File: config.mk
export PLATFORM = sky130hd
export DESIGN_NAME = display_scroll_ctrl
export DESIGN_NICKNAME = d
export VERILOG_FILES = /design/src/rtl/display_scroll_ctrl_pkg.sv /design/src/rtl/display_scroll_ctrl_tick.sv /design/src/rtl/display_scroll_ctrl.sv
export SDC_FILE = /design/constraint.sdc
export NUM_CORES = 1
export LEC_CHECK = 0
export ABC_AREA = 1
export ABC_CLOCK_PERIOD_IN_PS = 2009
export BUFFER_PORTS_ARGS = -buffer_cell sky130_fd_sc_hd__clkbuf_2
export CORE_ASPECT_RATIO = 0.5
export CORE_MARGIN = 2
export CORE_UTILIZATION = 30
export DETAILED_ROUTE_END_ITERATION = 10
export GPL_TIMING_DRIVEN = 0
export SETUP_SLACK_MARGIN = 0.3
export SYNTH_ARGS = -nofsm -noshare
export SYNTH_HDL_FRONTEND = slang
export SYNTH_HIERARCHICAL = 1
export SYNTH_SLANG_ARGS = --single-unit
File: constraint.sdc
create_clock -name clk -period 2.01 [get_ports clk]
set_input_delay 0.1005 -clock clk [delete_from_list [all_inputs] [get_ports clk]]
set_output_delay 0.1005 -clock clk [all_outputs]
set_load 0.02 [all_outputs]
File: src/rtl/display_scroll_ctrl_pkg.sv
// Shared display definitions: controller states, field widths and the
// disp_word layout consumed by the 4-digit seven-segment driver.
package display_scroll_ctrl_pkg;

  typedef enum logic [1:0] {
    ST_IDLE  = 2'd0,
    ST_RUN   = 2'd1,
    ST_PAUSE = 2'd2
  } state_t;

  localparam int POS_W    = 3;
  localparam int DIGITS_W = 16;
  localparam int DISP_W   = 20;

  // disp_word layout: {pad, pos, digits}
  localparam int DISP_DIG_LSB = 0;
  localparam int DISP_POS_LSB = 16;
  localparam int DISP_PAD_BIT = 19;

  // Assemble the driver word; the pad bit is always zero.
  function automatic logic [DISP_W-1:0] pack_disp(input logic [POS_W-1:0]    pos,
                                                  input logic [DIGITS_W-1:0] digits);
    logic [DISP_W-1:0] w;
    w = '0;
    w[DISP_POS_LSB +: POS_W]    = pos;
    w[DISP_DIG_LSB +: DIGITS_W] = digits;
    w[DISP_PAD_BIT]             = 1'b0;
    return w;
  endfunction

endpackage

File: src/rtl/display_scroll_ctrl_tick.sv
// Scroll prescaler: free-running counter that advances only while enabled
// and flags a tick whenever its low BASE_W+speed_sel bits are all ones.
module scroll_tick_gen #(
  parameter int BASE_W = 21
) (
  input  logic       clk,
  input  logic       rst,
  input  logic       clr,
  input  logic       en,
  input  logic [1:0] speed_sel,
  output logic       tick
);

  localparam int CNT_W = BASE_W + 3;

  logic [CNT_W-1:0] cnt;
  logic [CNT_W-1:0] mask;

  // Mask of the bits that must be all ones for a tick; speed_sel=3 covers
  // the whole counter because the shift then pushes every one out.
  always_comb begin
    mask = ~({CNT_W{1'b1}} << (BASE_W + int'(speed_sel)));
  end

  // Counter holds when disabled and wraps naturally when enabled.
  always_ff @(posedge clk) begin
    if (rst || clr) begin
      cnt <= '0;
    end else if (en) begin
      cnt <= cnt + CNT_W'(1);
    end
  end

  // Tick is only meaningful while counting.
  always_comb begin
    tick = en & (&(cnt | ~mask));
  end

endmodule

File: src/rtl/display_scroll_ctrl.sv
// Scroll controller for a 4-digit hex display: IDLE/RUN/PAUSE control,
// value loading, position stepping on prescaler ticks and a registered
// driver word with a wrap indication aligned to it.
module display_scroll_ctrl
  import display_scroll_ctrl_pkg::*;
#(
  parameter int BASE_W = 21
) (
  input  logic              clk,
  input  logic              rst,
  input  logic              load_valid,
  output logic              load_ready,
  input  logic [15:0]       data_in,
  input  logic              start,
  input  logic              stop,
  input  logic              dir,
  input  logic [1:0]        speed_sel,
  output logic [DISP_W-1:0] disp_word,
  output logic              busy,
  output logic              wrap_pulse
);

  state_t              state;
  state_t              state_nxt;
  logic [POS_W-1:0]    pos;
  logic [DIGITS_W-1:0] digits;
  logic                wrap_p0;
  logic                tick;
  logic                load_acc;
  logic                idle_entry;

  // Status outputs and handshake decoded straight from the state.
  always_comb begin
    busy       = (state == ST_RUN);
    load_ready = (state != ST_RUN);
    load_acc   = load_valid & load_ready;
    idle_entry = (state == ST_PAUSE) & stop;
  end

  // Next-state logic; stop always wins over start.
  always_comb begin
    state_nxt = state;
    unique case (state)
      ST_IDLE:  if (!stop && start) state_nxt = ST_RUN;
      ST_RUN:   if (stop)           state_nxt = ST_PAUSE;
      ST_PAUSE: if (stop)           state_nxt = ST_IDLE;
                else if (start)     state_nxt = ST_RUN;
      default:                      state_nxt = ST_IDLE;
    endcase
  end

  // State register.
  always_ff @(posedge clk) begin
    if (rst) begin
      state <= ST_IDLE;
    end else begin
      state <= state_nxt;
    end
  end

  scroll_tick_gen #(
    .BASE_W(BASE_W)
  ) u_tick (
    .clk      (clk),
    .rst      (rst),
    .clr      (load_acc | idle_entry),
    .en       (busy),
    .speed_sel(speed_sel),
    .tick     (tick)
  );

  // Position and digit registers; ticks only occur in RUN and loads only
  // outside RUN, so the two never compete on one edge.
  always_ff @(posedge clk) begin
    if (rst) begin
      pos     <= '0;
      digits  <= '0;
      wrap_p0 <= 1'b0;
    end else begin
      wrap_p0 <= 1'b0;
      if (tick) begin
        if (dir) begin
          pos     <= pos - POS_W'(1);
          wrap_p0 <= (pos == '0);
        end else begin
          pos     <= pos + POS_W'(1);
          wrap_p0 <= (pos == '1);
        end
      end
      if (load_acc) begin
        digits <= data_in;
        pos    <= '0;
      end
      if (idle_entry) begin
        pos <= '0;
      end
    end
  end

  // ---- output stage: driver word and wrap pulse share one cycle of delay
  always_ff @(posedge clk) begin
    if (rst) begin
      disp_word  <= '0;
      wrap_pulse <= 1'b0;
    end else begin
      disp_word  <= pack_disp(pos, digits);
      wrap_pulse <= wrap_p0;
    end
  end

endmodule

# ---- Word-level counts from Yosys, hierarchy flattened
# Index checks and enable logic that the tools add are counted.
dict set report totals {
  regBits 67
  wordCells 44
  in_bits 24
  n_memories 0
  rom_bits 0
  mem_bits_rw 0
  latch_bits 0
}
dict set report classes {
  eq_ne 7
  n_mux 7
  n_reduce_logical 9
  bitwise 8
  n_div 0
  add_sub_neg 4
  shifts 1
  n_lt_le_gt_ge 0
  mul 0
}
# op n
set ops {}
lappend ops {{$not A24 Y24} 2}
lappend ops {{$shl A24 B32 Y24 const A} 1}
lappend ops {{$add A24 B1 Y24 const B} 1}
lappend ops {{$or A24 B24 Y24} 1}
lappend ops {{$reduce_and A24 Y1} 1}
lappend ops {{$mux W2} 4}
lappend ops {{$add A5 B2 Y6 const A} 1}
lappend ops {{$pmux W2 S3} 1}
lappend ops {{$ne A2 B2 Y1 const B} 2}
lappend ops {{$add A3 B1 Y3 const B} 1}
lappend ops {{$and A1 B1 Y1} 3}
lappend ops {{$eq A3 B3 Y1 const B} 1}
lappend ops {{$logic_not A3 Y1} 1}
lappend ops {{$mux W3} 1}
lappend ops {{$ne A3 B3 Y1 const B} 1}
lappend ops {{$reduce_and A3 Y1} 1}
lappend ops {{$reduce_or A3 Y1} 1}
lappend ops {{$sub A3 B1 Y3 const B} 1}
lappend ops {{$eq A2 B1 Y1 const B} 1}
lappend ops {{$eq A2 B2 Y1 const B} 1}
lappend ops {{$logic_not A2 Y1} 1}
lappend ops {{$ne A2 B1 Y1 const B} 1}
lappend ops {{$reduce_or A2 Y1} 1}
lappend ops {{$logic_and A1 B1 Y1} 1}
lappend ops {{other kinds (5)} 5}

# ---- Longest topological paths before layout
dict set report logic_depth {
  depth_word 9
  depth_mapped 13
  mapped_depth_nobuf 12
}

# ---- Cells and area by module
# The synthesis kept the hierarchy.
# module n_inst cells_per_inst area_per_inst_um2
set modules_own_cells {}
lappend modules_own_cells {display_scroll_ctrl 1 175 1539.0}
lappend modules_own_cells {scroll_tick_gen 1 203 1302.5}

# ---- Worst setup path after synthesis
# No wires, ideal clock.
dict set report synth_path {
  path_kind {reg-to-reg}
  start {reg state[0]}
  end {reg pos[1]}
  path_stages_with_launch 13
  synth_period_minus_slack_ps 2058
  t_arrival_ps 1989
  path_slack_ps -48
  t_required_ps 1940
  setup_ps 70
  cell_sequence {dfxtp_1 -> inv_1 -> nor2_1 -> buf_6 -> nand2_1 -> inv_1 -> o21ai_0 -> nor2_1 -> o21ai_0 -> nor2_1 -> inv_1 -> or2_2 -> a21oi_1}
}
dict set report synth_between {
  elab_cells_between_ends 7
}
# item line
set synth_rtl {}
lappend synth_rtl {{start: declaration} display_scroll_ctrl.sv:23} ;# state_t state;
lappend synth_rtl {{start signal: assignment} display_scroll_ctrl.sv:57} ;# state <= state_nxt;
lappend synth_rtl {{$eq A2 B1 Y1} display_scroll_ctrl.sv:34} ;# busy = (state == ST_RUN);
lappend synth_rtl {{via busy} display_scroll_ctrl.sv:19} ;# output logic busy,
lappend synth_rtl {{$and A1 B1 Y1} display_scroll_ctrl_tick.sv:36} ;# tick = en & (&(cnt | ~mask));
lappend synth_rtl {{via tick} display_scroll_ctrl.sv:28} ;# logic tick;
lappend synth_rtl {{end signal: assignment} display_scroll_ctrl.sv:83} ;# pos <= pos - POS_W'(1);
lappend synth_rtl {{end signal: assignment} display_scroll_ctrl.sv:86} ;# pos <= pos + POS_W'(1);
lappend synth_rtl {{end: declaration} display_scroll_ctrl.sv:25} ;# logic [POS_W-1:0] pos;
# The timed path passes the listed nets, and every way through them passes these cells.
# A chain may end at the register's enable or synchronous reset.

# ---- Worst setup path after layout
dict set report layout_path {
  start {reg u_tick.cnt[0]}
  end {reg wrap_p0}
}
dict set report layout_between {
  elab_chain_len 5
}
# item line
set layout_lines {}
lappend layout_lines {{start: declaration} display_scroll_ctrl_tick.sv:16} ;# logic [CNT_W-1:0] cnt;
lappend layout_lines {{start signal: assignment} display_scroll_ctrl_tick.sv:30} ;# cnt <= cnt + CNT_W'(1);
lappend layout_lines {{$or A24 B24 Y24} display_scroll_ctrl_tick.sv:36}
lappend layout_lines {{$reduce_and A24 Y1} display_scroll_ctrl_tick.sv:36}
lappend layout_lines {{$and A1 B1 Y1} display_scroll_ctrl_tick.sv:36}
lappend layout_lines {{via tick} display_scroll_ctrl.sv:28}
lappend layout_lines {{$not A1 Y1 (no source line)} -}
lappend layout_lines {{$reduce_or A2 Y1 (no source line)} -}
lappend layout_lines {{end signal: assignment} display_scroll_ctrl.sv:84} ;# wrap_p0 <= (pos == '0);
lappend layout_lines {{end signal: assignment} display_scroll_ctrl.sv:87} ;# wrap_p0 <= (pos == '1);
lappend layout_lines {{end: declaration} display_scroll_ctrl.sv:27} ;# logic wrap_p0;
# The timed path passes the listed nets, and every way through them passes these cells.

==> impl_results.rst <==
.. list-table::
   :header-rows: 1

   * - Metric
     - Value
   * - Upper clock frequency limit
     - 612 MHz
   * - Worst-case clock buffer depth
     - 2
   * - H-tree Lvls
     - 3
   * - TritonCTS clock tree
     - built
   * - Cells after Synth
     - 378
   * - Crit Path Class
     - flip-flop to flip-flop
   * - Final Skew
     - 5.97 ps
   * - Largest cells by area after synthesis
     - sky130_fd_sc_hd__dfxtp_1 (46%), sky130_fd_sc_hd__nand2_1 (11%), sky130_fd_sc_hd__nor2_1 (9.6%), sky130_fd_sc_hd__inv_1 (5.5%), sky130_fd_sc_hd__a21oi_1 (4.2%)
   * - Number of distinct standard cells referenced by the synthesized netlist
     - 33
   * - Status
     - finished clean
   * - Yosys synthesis warning count
     - 6
   * - Clock latency of the later-clocked register in the worst-skew pair
     - roughly 330 ps
   * - 1st-iter DRT viols
     - about 120
   * - Most Frequent Cell on Critical Path
     - sky130_fd_sc_hd__nand3_2
   * - Final weighted congestion of routability-driven global placement
     - about 0.8
   * - Worst voltage drop across the vdd grid
     - 417 uV
   * - Via total after detailed routing
     - 2,466
   * - Total of flip-flops plus latches after synthesis
     - 66
   * - Overflow left after global routing
     - 0
   * - Crit path max-delay cell type
     - sky130_fd_sc_hd__dfxtp_4
   * - Setup crit start kind
     - flip-flop
   * - Num rows
     - 25
   * - Most area-hungry cell type in the Yosys netlist
     - sky130_fd_sc_hd__dfxtp_1
   * - Max-cap check violation count
     - 0
   * - Clock-pin transition on the worst setup and hold timing paths
     - 60 ps
   * - Kind of capture point of the worst setup path
     - flip-flop
   * - Arrival time reported for the critical path endpoint
     - 1900 ps
   * - Routed via count divided by cell count
     - between 4 and 5
   * - Syn Nets
     - a little over 400
   * - DRC violation count after routing
     - 0
   * - Fraction of final layout cells with drive strength greater than 1
     - roughly 30%
   * - Global routing usage summed across all routing layers
     - 13.0%
   * - Detailed placer's ending HPWL
     - 4410 microns
   * - Static leakage
     - roughly 1.5 nW
   * - First-pass GRT wire length
     - 10,500 microns
   * - Count of buffers inserted at the top-level ports
     - 45
   * - Area growth, synth to finish
     - 35.0%
   * - Final setup viols
     - 0
   * - Remaining antenna violation count
     - 0
   * - Cell family with most CP delay
     - simple AND/OR/NAND/NOR gates
   * - Sequential area share after synthesis
     - 46.5%
   * - Post-synthesis area per instance
     - 7.52 sq um
   * - CTS buffer count
     - 9
   * - Initial DRT Pass Iterations
     - 6
   * - Die footprint
     - 10,300 sq um
   * - Placed instance count
     - approximately 540
   * - Number of enable flip-flop cells after synthesis
     - 0
   * - Most numerous cell in the Yosys netlist
     - sky130_fd_sc_hd__nand2_1
   * - Die H
     - ~73 microns
   * - Total standard cell area after synthesis
     - approximately 2800 sq um
   * - Initial core utilization
     - between 30% and 40%
   * - CTS Sinks
     - 66
   * - Horiz. Die Dim
     - around 140 microns
   * - Initial antenna violation count
     - 0
   * - Delay of the slowest cell on the worst path
     - 380 ps
   * - I/O pins
     - 47
   * - Routed wire length per instance
     - between 10 and 15 microns
   * - Total power divided by cell area
     - 859 nW/um^2
   * - Primary flip-flop cell chosen by synthesis mapping
     - sky130_fd_sc_hd__dfxtp_1
   * - Tmin final
     - 1630 ps
   * - RSZ-0062 raised after global routing
     - false
   * - Count of buffer and inverter cells on the critical path
     - 1
   * - Class of the worst hold path
     - input pin to flip-flop
   * - Count of final hold-check violations
     - 0
   * - Period utilization
     - 81.3%
   * - Area of the core
     - 9320 sq um
   * - Fin cells
     - 579
   * - Total number of nets in the final design
     - 479
   * - Final sum of negative setup slack
     - 0 ps
   * - Final slew viol count
     - 0
   * - Pin count of the biggest net entering global routing
     - 14
   * - Vias in the first global route
     - 2,353
   * - Worst Path Max Fanout
     - 4
   * - Total wire length after detailed routing
     - around 6300 microns
   * - Portion of synthesized cell area occupied by the leading cell type
     - between 40% and 50%
   * - CTS Root Buffer Type
     - sky130_fd_sc_hd__clkbuf_16
   * - CP Data Required Time
     - ~2300 ps
   * - Async set or reset register ratio after synthesis
     - 0%
   * - Ordered list of cells on the worst path
     - ha_2, nand3_2, nor2_2, nand3_2, nor2_4, inv_2, or2_4, a21oi_2
   * - Antenna cell count
     - 0
   * - Commonest cells in the synthesized netlist
     - sky130_fd_sc_hd__nand2_1 (81), sky130_fd_sc_hd__nor2_1 (73), sky130_fd_sc_hd__dfxtp_1 (66)
## final cells by class
class                   instances  area, sq um
clock buffers                   9          225
repair buffers                 64          404
multi-input cells             258         1360
plain buffers                   9         81.3
inverters                      45          179
well taps                     121          151
fillers                       918         5490
clock inverters                 7          101
flip-flops and latches         66         1330
## stage by stage
| step | hold slack, ps | utilization (%) | power, W | area (sq um) | setup slack, ps |
|---|---|---|---|---|---|
| 4_1_cts | 0.194 | 40.1 | 0.00334 | 3740 | 301 |
| 6_report | 5.83 | 41.2 | 0.00330 | 3840 | 375 |
| 2_1_floorplan | 172 | - | 0.00152 | 2870 | 285 |
| 3_5_place_dp | 340 | 34.8 | 0.00160 | 3240 | 50.6 |
| 3_3_place_gp | 335 | 34.8 | 0.00159 | 3240 | 80.3 |
| 5_1_grt | 7.89 | 41.2 | 0.00342 | 3840 | 299 |
## worst reg2reg max path, stage by stage, from the launching register on
cell and delay [ps]:
sky130_fd_sc_hd__dfxtp_4 380, sky130_fd_sc_hd__ha_2 220, sky130_fd_sc_hd__nand3_2 110, sky130_fd_sc_hd__nor2_2 180, sky130_fd_sc_hd__nand3_2 140, sky130_fd_sc_hd__nor2_4 150
sky130_fd_sc_hd__inv_2 70, sky130_fd_sc_hd__or2_4 250, sky130_fd_sc_hd__a21oi_2 90
## power by group
| part | total, W | internal, W | switching, W |
|---|---|---|---|
| logic | 0.000236 | 0.0000999 | 0.000136 |
| clock network | 0.00170 | 0.00110 | 0.000609 |
| registers | 0.00136 | 0.00134 | 0.0000153 |
| total | 0.00330 | 0.00254 | 0.000760 |
## registers in the layout, indices dropped and copies added, names as in the netlist
| name | flops |
|---|---|
| disp_word | 19 |
| u_tick/cnt | 24 |
| pos | 3 |
| wrap_p0 | 1 |
| state | 2 |
| wrap_pulse | 1 |
| digits | 16 |
## repair_timing
| action | 4_1_cts | 5_1_grt |
|---|---|---|
| resized for setup | 6 | 23 |
| hold endpoints to repair | 12 | 1 |
| hold buffers | 12 | 1 |
| pin swaps | 1 | 8 |
| buffers inserted | 4 | 2 |
| setup endpoints to repair | 14 | 17 |
## cells by family after synthesis
| logic type | synth area share, % |
|---|---|
| AND/OR/NAND/NOR | 33.3 |
| buffers and inverters | 8.85 |
| adder cells (fa/ha/maj) | 1.14 |
| flip-flops | 46.5 |
| XOR/XNOR | 0.617 |
| AO/OA/AOI/OAI | 9.42 |
| other | 0.132 |
## path summary, 6_finish.rpt
kind,from,to,slack [ps],cells after the start
worst min register to register,wrap_p0,wrap_pulse,400,2
worst max-delay path,u_tick/cnt[0],wrap_p0,380,8
worst min-delay path,data_in[14],digits[14],6,3
worst max register to register,u_tick/cnt[0],wrap_p0,380,8
## placed cells by master, fill, tap and decap left out, types with 4 or more instances in the layout
cell	instances
sky130_fd_sc_hd__a21oi_2	12
sky130_fd_sc_hd__dlygate4sd3_1	13
sky130_fd_sc_hd__inv_1	39
sky130_fd_sc_hd__inv_2	4
sky130_fd_sc_hd__nor2_2	7
sky130_fd_sc_hd__buf_2	4
sky130_fd_sc_hd__nand2_2	10
sky130_fd_sc_hd__nor2_1	66
sky130_fd_sc_hd__nor2_4	6
sky130_fd_sc_hd__a21oi_1	22
sky130_fd_sc_hd__o21ai_0	7
sky130_fd_sc_hd__nand3_2	6
sky130_fd_sc_hd__nand2_4	5
sky130_fd_sc_hd__nand3_1	11
sky130_fd_sc_hd__clkbuf_2	45
sky130_fd_sc_hd__clkbuf_16	9
sky130_fd_sc_hd__nand2_1	80
sky130_fd_sc_hd__nand4_1	6
sky130_fd_sc_hd__dfxtp_1	61
sky130_fd_sc_hd__buf_4	6
## layer usage
metal,GRT usage (%),vias to the layer above,wire length (microns)
met5,0,-,0
met4,5.00,0,76
met3,4.40,6,177
met2,22.3,23,3020
met1,15.4,1107,3040
li1,-,1330,-
No activity file was read; power rests on OpenSTA's default activity.
